===== src/rtl/uart_arb_pkg.sv =====
// rtl/uart_arb_pkg.sv - shared types and constants for the UART transmit arbiter
// Contents: FSM state encoding, default watchdog limit, grant index width,
// and a wrap-aware index increment used for the round-robin pointer.
package uart_arb_pkg;

    typedef enum logic [1:0] {
        ST_IDLE      = 2'd0,
        ST_START     = 2'd1,
        ST_WAIT_DONE = 2'd2,
        ST_HOLD      = 2'd3
    } arb_state_e;

    localparam int DEF_TIMEOUT_CYC = 65536;
    localparam int GRANT_W         = 3;

    // Successor of idx within 0..n-1. The wrap is an explicit compare so that
    // a non-power-of-two requester count never lands on an unused index.
    function automatic logic [GRANT_W-1:0] next_idx(input logic [GRANT_W-1:0] idx,
                                                    input int n);
        if (int'(idx) >= n - 1) begin
            return '0;
        end
        return idx + GRANT_W'(1);
    endfunction

endpackage


===== src/rtl/rr_priority_sel.sv =====
// rtl/rr_priority_sel.sv - combinational round-robin picker
// Ports:
//   req_i   : request vector
//   ptr_i   : index that has highest priority this cycle (0..NUM_REQ-1)
//   grant_o : one-hot winner, zero when nothing requests
//   idx_o   : binary index of the winner
//   any_o   : at least one request is present
module rr_priority_sel
    import uart_arb_pkg::*;
#(
    parameter int NUM_REQ = 4
) (
    input  logic [NUM_REQ-1:0] req_i,
    input  logic [GRANT_W-1:0] ptr_i,
    output logic [NUM_REQ-1:0] grant_o,
    output logic [GRANT_W-1:0] idx_o,
    output logic               any_o
);

    logic [2*NUM_REQ-1:0] req_dbl;
    logic [NUM_REQ-1:0]   req_rot;

    // Rotating the doubled vector puts the pointer's requester at bit 0, so the
    // lowest set bit of req_rot is the winner's distance from the pointer.
    assign req_dbl = {req_i, req_i};
    assign req_rot = NUM_REQ'(req_dbl >> ptr_i);

    always_comb begin
        int pos;
        any_o   = 1'b0;
        idx_o   = '0;
        grant_o = '0;
        pos     = 0;
        for (int k = NUM_REQ - 1; k >= 0; k--) begin
            if (req_rot[k]) begin
                any_o = 1'b1;
                pos   = int'(ptr_i) + k;
            end
        end
        if (pos >= NUM_REQ) begin
            pos = pos - NUM_REQ;
        end
        idx_o = GRANT_W'(pos);
        for (int i = 0; i < NUM_REQ; i++) begin
            grant_o[i] = any_o && (idx_o == GRANT_W'(i));
        end
    end

endmodule


===== src/rtl/uart_tx_arbiter.sv =====
// rtl/uart_tx_arbiter.sv - round-robin, packet-locked sharing of one UART transmitter
// Optional watchdog: define UART_ARB_TIMEOUT_EN to add TIMEOUT_CYC and timeout_err.
// Ports:
//   clk, reset             : clock, asynchronous active-high reset
//   req_valid/data/last    : per-requester byte offer (byte i at req_data[i*8 +: 8])
//   req_ready              : one-hot accept, combinational
//   tx_data, tx_start      : registered byte and start pulse to the transmitter
//   tx_busy, tx_done       : transmitter status
//   grant_valid, grant_id  : current packet owner
//   timeout_err            : watchdog pulse (watchdog build only)
module uart_tx_arbiter
    import uart_arb_pkg::*;
#(
    parameter int NUM_REQ = 4,
    parameter int DATA_W  = 8
`ifdef UART_ARB_TIMEOUT_EN
    ,
    parameter int TIMEOUT_CYC = DEF_TIMEOUT_CYC
`endif
) (
    input  logic                        clk,
    input  logic                        reset,
    input  logic [NUM_REQ-1:0]          req_valid,
    input  logic [NUM_REQ*DATA_W-1:0]   req_data,
    input  logic [NUM_REQ-1:0]          req_last,
    output logic [NUM_REQ-1:0]          req_ready,
    output logic [DATA_W-1:0]           tx_data,
    output logic                        tx_start,
    input  logic                        tx_busy,
    input  logic                        tx_done,
    output logic                        grant_valid,
    output logic [GRANT_W-1:0]          grant_id
`ifdef UART_ARB_TIMEOUT_EN
    ,
    output logic                        timeout_err
`endif
);

    arb_state_e          state_q;
    logic [GRANT_W-1:0]  rr_ptr_q;
    logic [GRANT_W-1:0]  grant_id_q;
    logic                grant_valid_q;
    logic                last_flag_q;
    logic [DATA_W-1:0]   tx_data_q;

    logic [NUM_REQ-1:0]  pick_grant;
    logic [GRANT_W-1:0]  pick_idx;
    logic                pick_any;

    logic [GRANT_W-1:0]  ld_idx;
    logic [DATA_W-1:0]   ld_data;
    logic                ld_last;
    logic                accept;

`ifdef UART_ARB_TIMEOUT_EN
    localparam int CNT_W = (TIMEOUT_CYC > 2) ? $clog2(TIMEOUT_CYC) : 1;
    localparam logic [CNT_W-1:0] CNT_LIMIT = CNT_W'(TIMEOUT_CYC - 1);
    logic [CNT_W-1:0]    cnt_q;
    logic                timeout_err_q;
`endif

    rr_priority_sel #(
        .NUM_REQ(NUM_REQ)
    ) u_sel (
        .req_i   (req_valid),
        .ptr_i   (rr_ptr_q),
        .grant_o (pick_grant),
        .idx_o   (pick_idx),
        .any_o   (pick_any)
    );

    // In HOLD only the packet owner may be accepted; in IDLE the picker decides.
    always_comb begin
        ld_idx    = pick_idx;
        ld_data   = '0;
        ld_last   = 1'b0;
        req_ready = '0;
        accept    = 1'b0;
        if (state_q == ST_HOLD) begin
            ld_idx = grant_id_q;
        end
        for (int i = 0; i < NUM_REQ; i++) begin
            if (GRANT_W'(i) == ld_idx) begin
                ld_data = req_data[i*DATA_W +: DATA_W];
                ld_last = req_last[i];
            end
        end
        if (!reset) begin
            case (state_q)
                ST_IDLE: begin
                    accept    = pick_any;
                    req_ready = pick_grant;
                end
                ST_HOLD: begin
                    for (int i = 0; i < NUM_REQ; i++) begin
                        if (GRANT_W'(i) == grant_id_q && req_valid[i]) begin
                            req_ready[i] = 1'b1;
                            accept       = 1'b1;
                        end
                    end
                end
                default: begin
                end
            endcase
        end
    end

    always_ff @(posedge clk or posedge reset) begin
        if (reset) begin
            state_q       <= ST_IDLE;
            rr_ptr_q      <= '0;
            grant_id_q    <= '0;
            grant_valid_q <= 1'b0;
            tx_data_q     <= '0;
            last_flag_q   <= 1'b0;
`ifdef UART_ARB_TIMEOUT_EN
            cnt_q         <= '0;
            timeout_err_q <= 1'b0;
`endif
        end else begin
`ifdef UART_ARB_TIMEOUT_EN
            timeout_err_q <= 1'b0;
`endif
            case (state_q)
                ST_IDLE, ST_HOLD: begin
                    if (accept) begin
                        tx_data_q     <= ld_data;
                        last_flag_q   <= ld_last;
                        grant_id_q    <= ld_idx;
                        grant_valid_q <= 1'b1;
                        state_q       <= ST_START;
                    end
                end
                ST_START: begin
                    if (!tx_busy) begin
                        state_q <= ST_WAIT_DONE;
`ifdef UART_ARB_TIMEOUT_EN
                        cnt_q   <= '0;
`endif
                    end
                end
                ST_WAIT_DONE: begin
                    if (tx_done) begin
                        if (last_flag_q) begin
                            rr_ptr_q      <= next_idx(grant_id_q, NUM_REQ);
                            grant_valid_q <= 1'b0;
                            state_q       <= ST_IDLE;
                        end else begin
                            state_q <= ST_HOLD;
                        end
                    end
`ifdef UART_ARB_TIMEOUT_EN
                    // A late tx_done on the limit cycle takes the branch above.
                    else if (cnt_q == CNT_LIMIT) begin
                        timeout_err_q <= 1'b1;
                        grant_valid_q <= 1'b0;
                        rr_ptr_q      <= next_idx(grant_id_q, NUM_REQ);
                        state_q       <= ST_IDLE;
                    end else begin
                        cnt_q <= cnt_q + CNT_W'(1);
                    end
`endif
                end
                default: state_q <= ST_IDLE;
            endcase
        end
    end

    assign tx_start    = (state_q == ST_START) && !tx_busy;
    assign tx_data     = tx_data_q;
    assign grant_valid = grant_valid_q;
    assign grant_id    = grant_id_q;
`ifdef UART_ARB_TIMEOUT_EN
    assign timeout_err = timeout_err_q;
`endif

endmodule


===== config.mk =====
export PLATFORM = sky130hd
export DESIGN_NAME = uart_tx_arbiter
export DESIGN_NICKNAME = d
export VERILOG_FILES = /design/src/rtl/uart_arb_pkg.sv /design/src/rtl/rr_priority_sel.sv /design/src/rtl/uart_tx_arbiter.sv
export SDC_FILE = /design/constraint.sdc
export NUM_CORES = 1
export LEC_CHECK = 0
export ABC_AREA = 1
export BUFFER_PORTS_ARGS = -buffer_cell sky130_fd_sc_hd__buf_4
export CAP_MARGIN = 10
export CORE_UTILIZATION = 30
export CTS_BUF_LIST = sky130_fd_sc_hd__clkbuf_16
export DETAILED_ROUTE_END_ITERATION = 8
export PLACE_DENSITY = 0.56
export RECOVER_POWER = 25
export SLEW_MARGIN = 20
export SYNTH_ARGS = -nofsm -noshare
export SYNTH_HDL_FRONTEND = slang
export SYNTH_SLANG_ARGS = --single-unit

===== constraint.sdc =====
create_clock -name clk -period 3.3 [get_ports clk]
set_input_delay 0.66 -clock clk [delete_from_list [all_inputs] [get_ports clk]]
set_output_delay 0.66 -clock clk [all_outputs]
set_load 0.05 [all_outputs]

==> impl_results.rst <==
.. list-table::
   :header-rows: 1

   * - Metric
     - Value
   * - Cell area after synthesis
     - 1900 um2
   * - Die Width
     - 81.5 um
   * - Number of sinks on the clock net
     - 18
   * - Postcts setup bufs
     - 0
   * - Wire length reported by the detailed router
     - 5010 um
   * - Post-route fraction of the period consumed by the critical path
     - 0.878
   * - RSZ-0062 raised after global routing
     - no
   * - Estimated wirelength of the detail-placed design
     - 4030 um
   * - CP Data Arrival Time
     - 2.24 ns
   * - Critical Path Start Type
     - flip-flop
   * - 1st-pass router iterations
     - 4
   * - Power density over the cells
     - 1210 nW/um2
   * - Max-Slew Margin vs Limit
     - 0.540
   * - Starting Density
     - 0.315
   * - Number of inserted diodes
     - 0
   * - Initial DRC count
     - 74
   * - Fraction of final layout cells sized beyond drive strength 1
     - 0.294
   * - Maximum fanout along the worst path
     - 9
   * - Number of endpoints failing setup at the final stage
     - 0
   * - Post-Synthesis Mean Instance Area
     - 6.90 um2
   * - Post-CTS resize count
     - 0
   * - Worst-case clock buffer depth
     - 2
   * - Maximum vdd drop
     - 0.570 mV
   * - Final GP Congestion
     - 0.876
   * - Clock slew seen by the registers of the worst setup and hold paths
     - 0.05 ns
   * - Final Hold Violating Endpoints
     - 0
   * - Worst setup path category
     - flip-flop to output pin
   * - Max-slew violations
     - 0
   * - Number of standard-cell rows in the floorplan
     - 28
   * - Worst Hold Depth
     - 2
   * - Antenna Violating Nets Remaining
     - 0
   * - Post-route setup TNS
     - 0 ns
   * - Clock tree from TritonCTS
     - yes
   * - Clock Tree Root
     - clkbuf_16
   * - Instance count of the mapped netlist
     - 275
   * - Total global-route track usage
     - 0.167
   * - Total overflow reported by the global router
     - 0
   * - Class of the tightest hold or removal check
     - flip-flop to flip-flop
   * - Post-Route Hold Slack
     - 0.503 ns
   * - Register bit count reported by yosys
     - 18
   * - Core box area
     - 6030 um2
   * - Maximum number of pins on one net before global-route repair
     - 38
   * - Leakage power
     - 1.24 nW
   * - Number of port buffers
     - 60
   * - Number of warning messages in the yosys log
     - 0
   * - Via count of the first global-routing pass
     - 1903
   * - Worst clock skew
     - 0.00245 ns
   * - Post-route setup slack
     - 0.404 ns
   * - Worst EP required
     - 2.64 ns
   * - Total number of vias
     - 1992
   * - Maximum achievable frequency
     - 345 MHz
   * - Antenna violations before repair
     - 0
   * - Outcome
     - complete, no violations
   * - Hold-fix buffer count after cts
     - 0
   * - Worst Tran Pin Value
     - 0.689 ns
   * - CTS Buf Count
     - 3
   * - Die height
     - 81.5 um
   * - Final cell utilization of the core
     - 0.405
   * - Synth Net Count
     - 332
   * - Wire length of the first global-routing pass
     - 8560 um
   * - Count of distinct cell types in the synthesized netlist
     - 29
   * - Boundary Pins
     - 61
   * - Via-to-Cell Ratio
     - 4.92
   * - NumNets Final
     - 389
   * - Fraction of the yosys area taken by sequential cells
     - 0.237
   * - Kind of end point of the critical path
     - output pin
   * - Shortest clock period the worst path allows after layout
     - 2.90 ns
   * - H-Tree Level Count
     - 1
   * - Drt wl/cell
     - 12.4 um
   * - Area growth, synth to finish
     - 28.5%
   * - R2r worst-path depth
     - 13
   * - Post-route DRC violation count
     - 0
   * - Max-capacitance violation count
     - 0
   * - Post-Place Setup Slack
     - 0.602 ns
   * - Clock Latency Late Sink
     - 0.25 ns
   * - Overall die area
     - 6650 um2
[report_power, final]
part           total (W)  switching (W)  internal, W
Combinational    0.00227        0.00155     0.000715
Sequential      0.000447       0.000116     0.000330
Clock           0.000237      0.0000779     0.000159
[synthesized netlist by cell type]
master     number  area share
a21oi_1         7       0.018
nor2_4          1      0.0059
xor2_1          1      0.0046
nand3_1        36       0.095
ha_1           13       0.086
inv_2           5      0.0099
nand2_1        57        0.11
nand4_1        19       0.063
buf_6           6       0.036
o2111ai_1       1      0.0046
inv_1          21       0.042
o211ai_1        1      0.0040
xnor2_1         1      0.0046
dfrtp_1        18        0.24
o22ai_1         1      0.0033
nand3_2         7       0.037
nand2_4         8       0.047
nor3_2          1      0.0053
nor2_8          2       0.021
nand3b_1        1      0.0040
o21ai_0         9       0.024
buf_2           2      0.0053
clkinv_1        1      0.0020
o21ai_1         2      0.0053
nor2_1         42       0.083
inv_6           1      0.0046
and2_1          1      0.0033
nor3_1          1      0.0026
nand2_2         9       0.030
[state kept, by name, summed over array words and instances, names as in the netlist]
signal,flops
state_q,2
rr_ptr_q,3
last_flag_q,1
grant_valid,1
grant_id,3
tx_data,8
[path summary, 6_finish.rpt]
path                        startpoint            to  slack, ns
setup / recovery           rr_ptr_q[0]  req_ready[1]       0.40
hold / removal             grant_valid   grant_valid       0.50
setup reg to reg           rr_ptr_q[0]    tx_data[2]       0.95
hold reg to reg            grant_valid   grant_valid       0.50
max in group asynchronous        reset   rr_ptr_q[1]       2.32
min in group asynchronous        reset    tx_data[2]       0.54
[cells in the final DEF (no fill, tap or decap), types with 2 or more instances in the layout]
cell and n:
ha_1 13, clkbuf_16 3, nand2_4 8, nor2_8 2
inv_1 21, dfrtp_1 18, o21ai_1 2, nand2_2 9
o21ai_0 9, nor2_1 42, buf_4 59, nand3_1 36
nand2_1 57, a21oi_1 7, nand4_1 19, nand3_2 7
inv_2 5
[area by class of cell]
class	instances	area (um2)
Inverter	28	110
Timing Repair Buffer	60	450
Sequential cell	18	450
Fill cell	676	3590
Multi-Input combinational cell	221	1260
Clock buffer	3	75.1
Tap cell	75	93.8
[through the flow]
step | power, W | instances | area, um2
after floorplan | 0.00229 | 275 | 1900
after global placement | 0.00273 | 402 | 2360
after detailed placement | 0.00273 | 402 | 2360
after CTS | 0.00298 | 405 | 2440
after global routing | 0.00328 | 405 | 2440
final | 0.00295 | 405 | 2440
[per-layer routing]
| layer | global-route usage | part of all wire | vias to the layer above | wire (um) |
|---|---|---|---|---|
| met5 | 0 | 0 | - | 0 |
| met4 | 0.0429 | 0.022 | 0 | 111 |
| met3 | 0.0511 | 0.077 | 12 | 387 |
| met2 | 0.287 | 0.48 | 67 | 2390 |
| met1 | 0.201 | 0.42 | 891 | 2130 |
| li1 | - | - | 1022 | - |
[worst max-delay path, cell delays in order (launching register included)]
cell and delay [ns]:
dfrtp_1 0.60, ha_1 0.23, xor2_1 0.16, nand3_1 0.11
nand2_1 0.07, clkinv_1 0.05, nand2_1 0.05, nor2_1 0.05
nand2_2 0.06, nand2_1 0.07, a21oi_1 0.16, a21oi_1 0.09
nor2_1 0.09, buf_4 0.20
[kinds of logic (layout without fill, tap and decap cells)]
kind of cell,after synthesis,count (layout),synth area share
adder cells (fa/ha/maj),13,13,0.0857
AO/OA/AOI/OAI,21,21,0.0593
flip-flops,18,18,0.237
XOR/XNOR,2,2,0.00923
buffers and inverters,36,91,0.0989
AND/OR/NAND/NOR,185,185,0.510
Note: power is estimated with default switching activity, not from simulation.
